==> src/rtl/seg_pkg.sv <==
// Shared segment types and the active-low hex glyph table for the scan controller.
package seg_pkg;

  typedef logic [6:0] seg_t;

  localparam seg_t SEG_BLANK = 7'h7F;

  // Entry n is the glyph for nibble n, bit order {a,b,c,d,e,f,g}, 0 = segment lit.
  localparam logic [15:0][6:0] HEX_GLYPH = {
    7'h38, 7'h30, 7'h42, 7'h31,   // F E d C
    7'h60, 7'h08, 7'h04, 7'h00,   // b A 9 8
    7'h0F, 7'h20, 7'h24, 7'h4C,   // 7 6 5 4
    7'h06, 7'h12, 7'h4F, 7'h01    // 3 2 1 0
  };

endpackage

==> src/rtl/seg_scan_ctrl_if.sv <==
// Value-load and display-pin bundle between system logic, the scan controller and the board.
interface seg_scan_ctrl_if
  import seg_pkg::*;
#(
  parameter int unsigned NUM_DIGITS = 8
);

  logic                      load;
  logic [4*NUM_DIGITS-1:0]   value;
  logic [NUM_DIGITS-1:0]     dp_in;
  logic [NUM_DIGITS-1:0]     en_mask;
  logic                      blank_lz;

  logic [NUM_DIGITS-1:0]     an;
  seg_t                      seg;
  logic                      dp;
  logic                      pending;
  logic                      load_ack;
  logic                      frame_done;

  modport master (
    output load, value, dp_in, en_mask, blank_lz,
    input  an, seg, dp, pending, load_ack, frame_done
  );

  modport slave (
    input  load, value, dp_in, en_mask, blank_lz,
    output an, seg, dp, pending, load_ack, frame_done
  );

endinterface

==> src/rtl/hex7_decoder.sv <==
// Combinational nibble to active-low seven-segment pattern.
module hex7_decoder
  import seg_pkg::*;
(
  input  logic [3:0] nib,
  output seg_t       seg_c
);

  assign seg_c = HEX_GLYPH[nib];

endmodule

==> src/rtl/seg_scan_ctrl.sv <==
// Multiplexed seven-segment scanner: double-buffered value, one digit lit per refresh slot,
// leading-zero blanking and per-digit enable mask, all pin outputs registered.
module seg_scan_ctrl
  import seg_pkg::*;
#(
  parameter int unsigned NUM_DIGITS  = 8,
  parameter int unsigned REFRESH_DIV = 100000
)(
  input  logic           clk,
  input  logic           rst,
  seg_scan_ctrl_if.slave bus
);

  localparam int unsigned TICK_W = $clog2(REFRESH_DIV);
  localparam int unsigned IDX_W  = $clog2(NUM_DIGITS);
  localparam int unsigned VAL_W  = 4 * NUM_DIGITS;

  localparam logic [TICK_W-1:0] TICK_LAST = TICK_W'(REFRESH_DIV - 1);
  localparam logic [IDX_W-1:0]  IDX_LAST  = IDX_W'(NUM_DIGITS - 1);

  logic [TICK_W-1:0]     tick_q, tick_n;
  logic [IDX_W-1:0]      idx_q, idx_n;
  logic [VAL_W-1:0]      shadow_val_q, shadow_val_n;
  logic [NUM_DIGITS-1:0] shadow_dp_q, shadow_dp_n;
  logic [VAL_W-1:0]      active_val_q, active_val_n;
  logic [NUM_DIGITS-1:0] active_dp_q, active_dp_n;
  logic                  pending_q, pending_n;
  logic                  frame_done_q, frame_done_n;
  logic                  load_ack_q, load_ack_n;
  logic                  wrap;

  logic [NUM_DIGITS-1:0] an_q, an_n;
  seg_t                  seg_q, seg_n;
  logic                  dp_q, dp_n;

  logic [NUM_DIGITS-1:0] lz_blank;
  logic                  lz_run;
  logic                  lit;
  logic [3:0]            nib;
  seg_t                  glyph_c;

  // State and output registers.
  always_ff @(posedge clk) begin
    if (rst) begin
      tick_q       <= '0;
      idx_q        <= '0;
      shadow_val_q <= '0;
      shadow_dp_q  <= '0;
      active_val_q <= '0;
      active_dp_q  <= '0;
      pending_q    <= 1'b0;
      frame_done_q <= 1'b0;
      load_ack_q   <= 1'b0;
      an_q         <= '1;
      seg_q        <= SEG_BLANK;
      dp_q         <= 1'b1;
    end else begin
      tick_q       <= tick_n;
      idx_q        <= idx_n;
      shadow_val_q <= shadow_val_n;
      shadow_dp_q  <= shadow_dp_n;
      active_val_q <= active_val_n;
      active_dp_q  <= active_dp_n;
      pending_q    <= pending_n;
      frame_done_q <= frame_done_n;
      load_ack_q   <= load_ack_n;
      an_q         <= an_n;
      seg_q        <= seg_n;
      dp_q         <= dp_n;
    end
  end

  // Scan sequencing and buffer commit; a load on the commit cycle lands in the shadow after it.
  always_comb begin
    tick_n       = tick_q + TICK_W'(1);
    idx_n        = idx_q;
    shadow_val_n = shadow_val_q;
    shadow_dp_n  = shadow_dp_q;
    active_val_n = active_val_q;
    active_dp_n  = active_dp_q;
    pending_n    = pending_q;
    wrap         = (tick_q == TICK_LAST) && (idx_q == IDX_LAST);

    if (tick_q == TICK_LAST) begin
      tick_n = '0;
      idx_n  = (idx_q == IDX_LAST) ? '0 : idx_q + IDX_W'(1);
    end

    if (wrap && pending_q) begin
      active_val_n = shadow_val_q;
      active_dp_n  = shadow_dp_q;
      pending_n    = 1'b0;
    end

    if (bus.load) begin
      shadow_val_n = bus.value;
      shadow_dp_n  = bus.dp_in;
      pending_n    = 1'b1;
    end

    // Registered strobes line up with the cycle in which the next state sits on the wrap point.
    frame_done_n = (tick_n == TICK_LAST) && (idx_n == IDX_LAST);
    load_ack_n   = frame_done_n && pending_n;
  end

  assign nib = active_val_q[{idx_q, 2'b00} +: 4];

  hex7_decoder u_dec (
    .nib   (nib),
    .seg_c (glyph_c)
  );

  // Pin pattern for the current digit: leading-zero run from the top, enable mask, glyph.
  always_comb begin
    lz_blank = '0;
    lz_run   = bus.blank_lz;
    for (int i = NUM_DIGITS - 1; i > 0; i--) begin
      lz_run      = lz_run && (active_val_q[4*i +: 4] == 4'h0);
      lz_blank[i] = lz_run;
    end

    lit   = bus.en_mask[idx_q] && !lz_blank[idx_q];
    an_n  = '1;
    seg_n = SEG_BLANK;
    dp_n  = 1'b1;
    if (lit) begin
      an_n[idx_q] = 1'b0;
      seg_n       = glyph_c;
      dp_n        = ~active_dp_q[idx_q];
    end
  end

  assign bus.an         = an_q;
  assign bus.seg        = seg_q;
  assign bus.dp         = dp_q;
  assign bus.pending    = pending_q;
  assign bus.load_ack   = load_ack_q;
  assign bus.frame_done = frame_done_q;

endmodule
==> src/flat_wrapper.sv <==
// flat-port wrapper written by rule: the top's interface ports become plain ports
module seg_scan_ctrl_flat import seg_pkg::*;
#(
  parameter int unsigned NUM_DIGITS  = 8,
  parameter int unsigned REFRESH_DIV = 100000
)
  (clk, rst, bus_load, bus_value, bus_dp_in, bus_en_mask, bus_blank_lz, bus_an, bus_seg, bus_dp, bus_pending, bus_load_ack, bus_frame_done);
  seg_scan_ctrl_if #(.NUM_DIGITS(NUM_DIGITS)) bus_i ();
  input  logic clk;
  input  logic rst;
  input wire logic [$bits(bus_i.load)-1:0] bus_load;
  input wire logic [$bits(bus_i.value)-1:0] bus_value;
  input wire logic [$bits(bus_i.dp_in)-1:0] bus_dp_in;
  input wire logic [$bits(bus_i.en_mask)-1:0] bus_en_mask;
  input wire logic [$bits(bus_i.blank_lz)-1:0] bus_blank_lz;
  output wire logic [$bits(bus_i.an)-1:0] bus_an;
  output wire logic [$bits(bus_i.seg)-1:0] bus_seg;
  output wire logic [$bits(bus_i.dp)-1:0] bus_dp;
  output wire logic [$bits(bus_i.pending)-1:0] bus_pending;
  output wire logic [$bits(bus_i.load_ack)-1:0] bus_load_ack;
  output wire logic [$bits(bus_i.frame_done)-1:0] bus_frame_done;
  assign bus_i.load = bus_load;
  assign bus_i.value = bus_value;
  assign bus_i.dp_in = bus_dp_in;
  assign bus_i.en_mask = bus_en_mask;
  assign bus_i.blank_lz = bus_blank_lz;
  assign bus_an = bus_i.an;
  assign bus_seg = bus_i.seg;
  assign bus_dp = bus_i.dp;
  assign bus_pending = bus_i.pending;
  assign bus_load_ack = bus_i.load_ack;
  assign bus_frame_done = bus_i.frame_done;
  seg_scan_ctrl #(.NUM_DIGITS(NUM_DIGITS), .REFRESH_DIV(REFRESH_DIV)) u_core (.clk(clk), .rst(rst), .bus(bus_i));
endmodule
==> config.mk <==
export PLATFORM = sky130hd
export DESIGN_NAME = seg_scan_ctrl_flat
export DESIGN_NICKNAME = d
export VERILOG_FILES = /design/src/rtl/seg_pkg.sv /design/src/rtl/seg_scan_ctrl_if.sv /design/src/rtl/hex7_decoder.sv /design/src/rtl/seg_scan_ctrl.sv /design/src/flat_wrapper.sv
export SDC_FILE = /design/constraint.sdc
export NUM_CORES = 1
export LEC_CHECK = 0
export BUFFER_PORTS_ARGS = -buffer_cell sky130_fd_sc_hd__clkbuf_2
export CAP_MARGIN = 20
export CORE_AREA = 2 2 113 115
export DETAILED_ROUTE_END_ITERATION = 8
export DIE_AREA = 0 0 115 117
export PLACE_DENSITY_LB_ADDON = 0.08
export SLEW_MARGIN = 15
export SYNTH_ARGS = -nofsm -noshare
export SYNTH_HDL_FRONTEND = slang
export SYNTH_SLANG_ARGS = --single-unit
==> constraint.sdc <==
create_clock -name clk -period 3.2 [get_ports clk]
set_clock_uncertainty 0.05 [all_clocks]
set_input_delay 0.48 -clock clk [delete_from_list [all_inputs] [get_ports clk]]
set_output_delay 0.48 -clock clk [all_outputs]
set_load 0.03 [all_outputs]
After elaboration in Yosys (flattened, before gate mapping)
Memories as Yosys holds them, arrays and structs flattened. A register that Yosys moved wholly into a read port is not among the register bits.
Index checks and enable logic that the tools add are counted.
{"block": "totals", "mem_count": 1, "mem_bits_ro": 112, "regBits": 112, "out_inout_bits": 19}
{"block": "classes", "n_lt_le_gt_ge": 2, "reduce_logical": 22, "bitwise_logic": 3, "n_addsub": 2, "muxes": 13, "n_eq_ne": 4, "shifts": 1}
{"name": "(no name shown)", "words": 16, "width": 7, "rd": 1, "rd_clocked_by_memory_dff": 1, "write_ports": 0, "line_no": "hex7_decoder.sv:9", "rtl": "assign seg_c = HEX_GLYPH[nib];"}
{"cell": "equality test 17 bit (second input constant)", "count": 2}
{"cell": "indexed part select 32 x 6 -> 4 bit", "count": 1}
{"cell": "zero test 4 bit", "count": 7}
{"cell": "adder 17 x 1 -> 17 bit (second input constant)", "count": 1}
{"cell": "two-way mux 17 bit", "count": 1}
{"cell": "logical AND 1 bit", "count": 13}
{"cell": "binary-select mux 1 bit (select 3 bit)", "count": 3}
{"cell": "NOT 8 bit", "count": 1}
{"cell": "equality test 3 bit (second input constant)", "count": 2}
{"cell": "two-way mux 1 bit", "count": 6}
{"cell": "two-way mux 3 bit", "count": 2}
{"cell": "less-than comparator 3 x 4 -> 1 bit (second input constant)", "count": 1}
{"cell": "adder 3 x 1 -> 3 bit (second input constant)", "count": 1}
{"cell": "demux 1 bit (select 3 bit)", "count": 1}
{"cell": ">= comparator 3 x 1 -> 1 bit (second input constant)", "count": 1}
{"cell": "NOT 1 bit", "count": 2}
{"cell": "OR reduction 2 bit", "count": 1}
{"cell": "zero test 1 bit", "count": 1}

Logic depth before layout (Yosys ltp)
Gate-level depths: netlist of the first run.
{"block": "logic_depth", "word_depth": 14, "depth_mapped": 11}

Hierarchy
From an unflattened synthesis of the first run, not the netlist that was laid out.
{"block": "unflattened", "hier_cells": 581, "hier_area_um2": 5237.5}
{"mod": "seg_scan_ctrl", "instances": 1, "cells_each": 546, "area_per_inst_um2": 4989.8, "seq_area_each_um2": 2382.3}
{"mod": "hex7_decoder", "instances": 1, "cells_each": 35, "area_per_inst_um2": 247.7, "seq_area_each_um2": 0.0}

Worst setup path after synthesis of the first run
Ideal clock, no wire load.
{"block": "synth_timing", "path_type": "reg-to-reg", "from": "register u_core.idx_q[0]", "to": "register u_core.seg_q[3] (netlist: u_core.bus.seg[3])", "synth_period_minus_slack_ps": 2407, "path_stages_with_launch": 11, "setup_ps": 119, "arrival_ps": 2238, "setup_slack_ps": 793, "path_cell_list": "dfxtp_1 > buf_2 > buf_4 > nor2b_1 > a221oi_1 > o21bai_1 > inv_1 > ha_1 > mux2_2 > mux2i_1 > nand2_1"}
{"block": "synth_between", "elab_chain_cells": 6, "elab_cells_between_ends": 9, "cone_classes": "shift: 1; mux: 4; bitwise: 1; reduce/logical: 3"}
{"element": "start: declaration", "line_no": "seg_scan_ctrl.sv:22", "rtl": "logic [IDX_W-1:0] idx_q, idx_n;"}
{"element": "start signal: assignment", "line_no": "seg_scan_ctrl.sv:59", "rtl": "idx_q <= idx_n;"}
{"element": "binary-select mux 1 bit (select 3 bit)", "line_no": "seg_scan_ctrl.sv:122", "rtl": "lit = bus.en_mask[idx_q] && !lz_blank[idx_q];"}
{"element": "two-way mux 1 bit (implied by the code)", "line_no": "seg_scan_ctrl.sv:122"}
{"element": "zero test 1 bit", "line_no": "seg_scan_ctrl.sv:122"}
{"element": "logical AND 1 bit", "line_no": "seg_scan_ctrl.sv:122"}
{"element": "NOT 1 bit (no source line)"}
{"element": "OR reduction 2 bit (no source line)"}
{"element": "end: declaration", "line_no": "seg_scan_ctrl.sv:33", "rtl": "seg_t seg_q, seg_n;"}
Parallel ways exist; a longest one is shown, timed or not. The select of a mux whose other input is x is not followed.
A chain may end at the register's enable or synchronous reset.

Worst setup path in the final report of the first run
{"block": "layout_timing", "from": "register u_core.tick_q[0]", "to": "register u_core.active_dp_q[6]"}
{"block": "layout_between", "elab_chain_cells": 3}
{"element": "start: declaration", "line_no": "seg_scan_ctrl.sv:21", "rtl": "logic [TICK_W-1:0] tick_q, tick_n;"}
{"element": "start signal: assignment", "line_no": "seg_scan_ctrl.sv:58", "rtl": "tick_q <= tick_n;"}
{"element": "equality test 17 bit", "line_no": "seg_scan_ctrl.sv:82", "rtl": "wrap = (tick_q == TICK_LAST) && (idx_q == IDX_LAST);"}
{"element": "logical AND 1 bit", "line_no": "seg_scan_ctrl.sv:82"}
{"element": "logical AND 1 bit", "line_no": "seg_scan_ctrl.sv:89", "rtl": "if (wrap && pending_q) begin"}
{"element": "end signal: assignment", "line_no": "seg_scan_ctrl.sv:63", "rtl": "active_dp_q <= active_dp_n;"}
{"element": "end: declaration", "line_no": "seg_scan_ctrl.sv:26", "rtl": "logic [NUM_DIGITS-1:0] active_dp_q, active_dp_n;"}
No other way between the ends.

==> flow_summary.toml, run 1 <==
[run_status]
status = "completed"

[clock_network]
clkTransAtPathRegs_ns = 0.05
ctsRootBufferMaster = "clkbuf_16"
cts_sinks = 119
clk_latency_ns = 0.41
postCtsSetupRepairBufs = 0
clock_path_buffers = 2
cts_resized = 0
hold_buffers = 0
cts-htree-levels = 4
cts_made_buffers = 17
cts_tree = "built"

[yosys]
yosysTopAreaCell = "dfxtp_1"
yosysUniqueCellTypes = 54
synth_seq_cells = 119
ys_async_sr_fraction_pct = 0
netlist_top_cells_area = "dfxtp_1 (46%), mux2i_1 (10%), nand2_1 (7.4%), nor2_1 (5.6%), a21oi_1 (4.5%)"
synth_top_cell_area_share_pct = 45.9
synth_area_per_cell_um2 = 9.00
syn-cell-area_mm2 = 0.00518
synth_ff_type = "dfxtp_1"
synth-edff-count = 0
synthesis.nets = 637
yosysSeqAreaShare_pct = 45.9
syn_inst = 576
ys_warn_count = 0

[sta]
hold_slack_ns = 0.252
fin_setup_tns_ns = 0
max_freq_ghz = 0.380
fin_crit_sh_pct = 82.2
hold_violations = 0
slew_headroom_pct = 38.9
tightest_slew_ns = 0.917
post-route-min-period_ns = 2.63
setup_viol = 0
grt_setup_unrepaired = "no"
finalMaxSlewViolations = 0

[critical_path]
path_class = "reg2reg"
max_stage_delay_ns = 0.48
end_kind = "flip-flop"
r2r.worst_path.cells = 9
crit_path_top_delay_cell = "and3_1"
path_cells = "ha_1 -> and4_1 -> nand2_1 -> nor4_4 -> buf_4 -> and3_1 -> buf_4 -> nand2_1 -> a21oi_1"
cp-start-kind = "flip-flop"
cp.arrival_ns = 2.91
required_ns = 3.48
worst-r2r-setup-slack_ns = 0.57
critPathMaxFanout = 17

[pwr]
vdd_ir_drop_max_v = 0.000244
p_per_area_mw_per_mm2 = 588
p_leak_nw = 2.47

[global_routing]
grt_pass1_vias = 3866
grt_usage_pct = 17.9
grt_overflow = 0
antenna_found_initial = 0
grt_first_pass_wirelength_um = 18800
grt_max_degree = 90

[placed_design]
hpwl_um = 8090
place.gp.congestion = 0.881
port_buffers = 70

[floorplan]
io_pins = 71
die_y_um = 117
die-width_um = 115
rows = 41
coreArea_mm2 = 0.0123
initial_core_util_pct = 42.1
die_area_mm2 = 0.0135

[route]
finalWirelength_um = 11500
initialDrtViolationCount = 185
drc_errors = 0
vias_per_cell = 5.20
detail-route-antenna-nets = 0
vias = 4146
wl_per_cell_um = 14.5
dr.pass1.iters = 4

[min_path]
hold_depth = 3
hp-class = "in2reg"

[finish]
synthToLayoutAreaGrowth_pct = 19.3
drive_gt1_share_pct = 19.9
fin_nets = 697
num_antenna_cells = 0

[job]
drv_cap = 0
[state kept, by name, summed over array words and instances (netlist names)]
name                   cells
u_core.active_dp_q         8
u_core.active_val_q       32
u_core.bus.an              8
u_core.bus.dp              1
u_core.bus.frame_done      1
u_core.bus.load_ack        1
u_core.bus.pending         1
u_core.bus.seg             7
u_core.idx_q               3
u_core.shadow_dp_q         8
u_core.shadow_val_q       32
u_core.tick_q             17
[stage by stage]
step	std cells	setup slack, ns	utilization [%]	cell area [um2]	total power [mW]
final	797	0.570	50.2	6190	3.64
after global routing	797	0.348	50.2	6190	3.75
after CTS	797	0.526	50.2	6180	3.67
after detailed placement	767	0.548	45.3	5580	1.73
after global placement	767	0.568	45.3	5580	1.72
after floorplan	576	0.793	-	5180	1.67
[where the power goes]
part / internal (mW) / switching (mW) / total [mW]
Sequential: 1.52 / 0.0220 / 1.54
Clock: 1.31 / 0.636 / 1.95
Combinational: 0.0666 / 0.0819 / 0.149
[cells in the mapped netlist (3+ instances only)]
library cell,n
a211oi_1,3
a21oi_1,47
and3_1,3
buf_2,10
buf_6,8
clkbuf_1,19
dfxtp_1,119
ha_1,9
inv_1,6
mux2i_1,54
mux4_2,6
nand2_1,102
nand2_2,3
nand2b_1,4
nand3_1,15
nand4_1,7
nand4b_1,3
nor2_1,77
nor3_1,3
nor4_1,8
o211ai_1,4
o21ai_0,3
o21ai_1,6
xnor2_1,8
xor2_1,8
[kinds of logic (layout without fill, tap and decap cells)]
logic type               count (synthesis)  count (layout)  share of synthesized area [%]
AO/OA/AOI/OAI                           79              79                           9.05
XOR/XNOR                                16              16                           2.70
adder cells (fa/ha/maj)                  9               9                           2.17
buffers and inverters                   48             119                           4.95
flip-flops                             119             119                           45.9
multiplexers                            61              61                           13.2
AND/OR/NAND/NOR                        244             244                           21.9
[worst max-delay path, delay by kind of cell (launching register included)]
kind | cells | cell delay (ns)
AOI/OAI and AO/OA | 1 | 0.15
and+or+nand+nor | 5 | 1.26
DFF | 1 | 0.37
buffers and inverters | 2 | 0.49
adders and majority gates | 1 | 0.24
[layer usage]
layer / vias to the layer above / share of wire (%) / GRT usage, %
met5: - / 0 / 0
li1: 2098 / - / -
met4: 0 / 2.5 / 8.27
met3: 27 / 5.1 / 4.69
met2: 118 / 43 / 27.8
met1: 1903 / 49 / 23.4
[path summary, 6_finish.rpt]
check                              from                 endpoint
hold reg to reg   u_core.active_dp_q[0]    u_core.active_dp_q[0]
hold / removal            bus_value[13]  u_core.shadow_val_q[13]
setup reg to reg       u_core.tick_q[0]    u_core.active_dp_q[6]
setup / recovery       u_core.tick_q[0]    u_core.active_dp_q[6]
[layout by cell type (no fill, tap or decap), types with 3 or more instances in the layout]
cell type,n
nand2_1,102
ha_1,9
o211ai_1,4
dfxtp_1,119
and3_1,3
nor2_1,77
a211oi_1,3
clkbuf_1,3
mux2i_1,54
nand4b_1,3
nand2_2,3
clkinv_2,3
bufinv_16,4
o21ai_1,6
nand2b_1,4
clkbuf_2,70
nand3_1,15
nor4_1,8
o21ai_0,3
nand4_1,7
xnor2_1,8
clkbuf_16,17
mux4_2,6
xor2_1,8
buf_4,11
a21oi_1,47
inv_1,6
[final cells by class]
cell class,count,area (um2)
Inverter,8,30.0
Sequential cell,119,2380
Timing Repair Buffer,81,433
Clock buffer,21,450
Fill cell,1202,6130
Clock inverter,9,151
Tap cell,150,188
Multi-Input combinational cell,409,2550
Power figures use the tool's default switching activity.
==> run 2: changes to the inputs <==
- clock period: 3.2 -> 2.75 ns (I/O delays scaled with it)
==> flow_summary.toml, run 2 (synthesized netlist as in run 1, its figures left out) <==
[run_status]
status = "completed"

[critical_path]
crit_path_top_delay_cell = "or3b_4"
path_class = "reg2reg"
crit_family = "simple AND/OR/NAND/NOR gates"
cp-start-kind = "flip-flop"
end_kind = "flip-flop"
required_ns = 2.97
cp.arrival_ns = 2.73
crit_buf_inv = 0
max_stage_delay_ns = 0.45
critPathMaxFanout = 40
path_cells = "or3b_4 -> or4_4 -> nor4_4 -> nand3_4 -> nand2_1 -> a21oi_1"

[route]
initialDrtViolationCount = 214
detail-route-antenna-nets = 0
dr.pass1.iters = 4
vias_per_cell = 5.11
drc_errors = 0
finalWirelength_um = 11600
vias = 4095
wl_per_cell_um = 14.5

[placed_design]
port_buffers = 70
pre_cts_slack_ns = 0.208
placed_area_mm2 = 0.00563
hpwl_um = 8240
place.gp.congestion = 0.907
placed_cells = 770

[finish]
fin_nets = 700
layout_commonest_cell = "dfxtp_1"
stdcell_area_mm2 = 0.00620
layout_common_cells = "dfxtp_1 (119), nand2_1 (102), nor2_1 (77)"
num_antenna_cells = 0
synthToLayoutAreaGrowth_pct = 19.5
n_fill_cell = 1217
seq_area_mm2 = 0.00238
final_core_util_pct = 50.3
multi_input_area_mm2 = 0.00255
drive_gt1_share_pct = 20.4
reg_top3 = "u_core.active_val_q: 32 flops, u_core.shadow_val_q: 32 flops, u_core.tick_q: 17 flops"
stdcell_count = 802

[sta]
grt_setup_unrepaired = "no"
finalMaxSlewViolations = 0
setup_viol = 0
layout_setup_ws_ns = 0.233
hold_violations = 0
fin_crit_sh_pct = 91.5
max_freq_ghz = 0.397
post-route-min-period_ns = 2.52
tightest_slew_ns = 0.748
slew_headroom_pct = 50.1
fin_setup_tns_ns = 0
hold_slack_ns = 0.177

[pwr]
seq_power_share_pct = 44.3
p_total_mw = 4.06
p_int_mw = 3.18
vdd_ir_drop_max_v = 0.000294
power_switching_uw = 878
clkPwrFrac_pct = 51.5
p_comb_share_pct = 4.3
p_leak_nw = 2.47
p_per_area_mw_per_mm2 = 655
switching_share_pct = 21.6

[global_routing]
grt_usage_pct = 18.5
grt_overflow = 0
grt_first_pass_wirelength_um = 19100
grt_max_degree = 75
antenna_found_initial = 0
grt_pass1_vias = 3861

[floorplan]
die_area_mm2 = 0.0135
coreArea_mm2 = 0.0123
rows = 41
die-width_um = 115
initial_core_util_pct = 42.1
die_y_um = 117
io_pins = 71

[min_path]
hp-class = "in2reg"

[clock_network]
clkTransAtPathRegs_ns = 0.05
postCtsSetupRepairBufs = 0
cts_made_buffers = 17
clock_path_buffers = 2
clk_latency_ns = 0.42
cts_resized = 0
ctsRootBufferMaster = "clkbuf_16"
cts-htree-levels = 4
cts_sinks = 119
hold_buffers = 0
cts_tree = "built"

[job]
drv_cap = 0
run 2: cell types whose count changed in the layout (fill, tap and decap cells not counted), sizes merged:
| cell | previous run | this run |
|---|---|---|
| bufinv | 4 | 1 |
| clkbuf | 91 | 95 |
| clkinvlp | 1 | 2 |
| buf | 11 | 14 |
run 2: path summary, 6_finish.rpt:
path | endpoint | from | depth (start not counted) | slack, ns
max | u_core.active_val_q[4] | u_core.tick_q[6] | 6 | 0.23
min | u_core.shadow_val_q[0] | bus_value[0] | 3 | 0.18
max reg2reg | u_core.active_val_q[4] | u_core.tick_q[6] | 6 | 0.23
min reg2reg | u_core.active_val_q[3] | u_core.active_val_q[3] | 2 | 0.41
run 2: layout make-up:
class	instances	area share [%]
sequential	119	38.4
inverter	8	0.485
clock inverter	7	1.11
multi-input combinational	409	41.2
tap	150	3.03
clock buffer	25	8.00
timing repair buffer	84	7.75
run 2: power groups by stage:
stage | registers, mW | clock network [mW] | logic (mW)
6_report | 1.80 | 2.09 | 0.174
5_1_grt | 1.80 | 2.21 | 0.193
4_1_cts | 1.80 | 2.13 | 0.177
3_5_place_dp | 1.83 | 0 | 0.176
3_3_place_gp | 1.83 | 0 | 0.173
2_1_floorplan | 1.84 | 0 | 0.101
run 2: routing by layer:
metal  routed length [um]  vias to the layer above  global-route usage [%]
met5                    0                        -                       0
met3                  529                       21                    5.56
li1                     -                     2102                       -
met1                 5680                     1893                    24.6
met2                 5150                       79                    27.9
met4                  253                        0                    8.03
run 2: worst register-to-register path: cells and delay by family (launching register included):
family / cells / cell delay, ns
DFF: 1 / 0.37
AOI/OAI and AO/OA: 1 / 0.08
and+or+nand+nor: 5 / 1.87
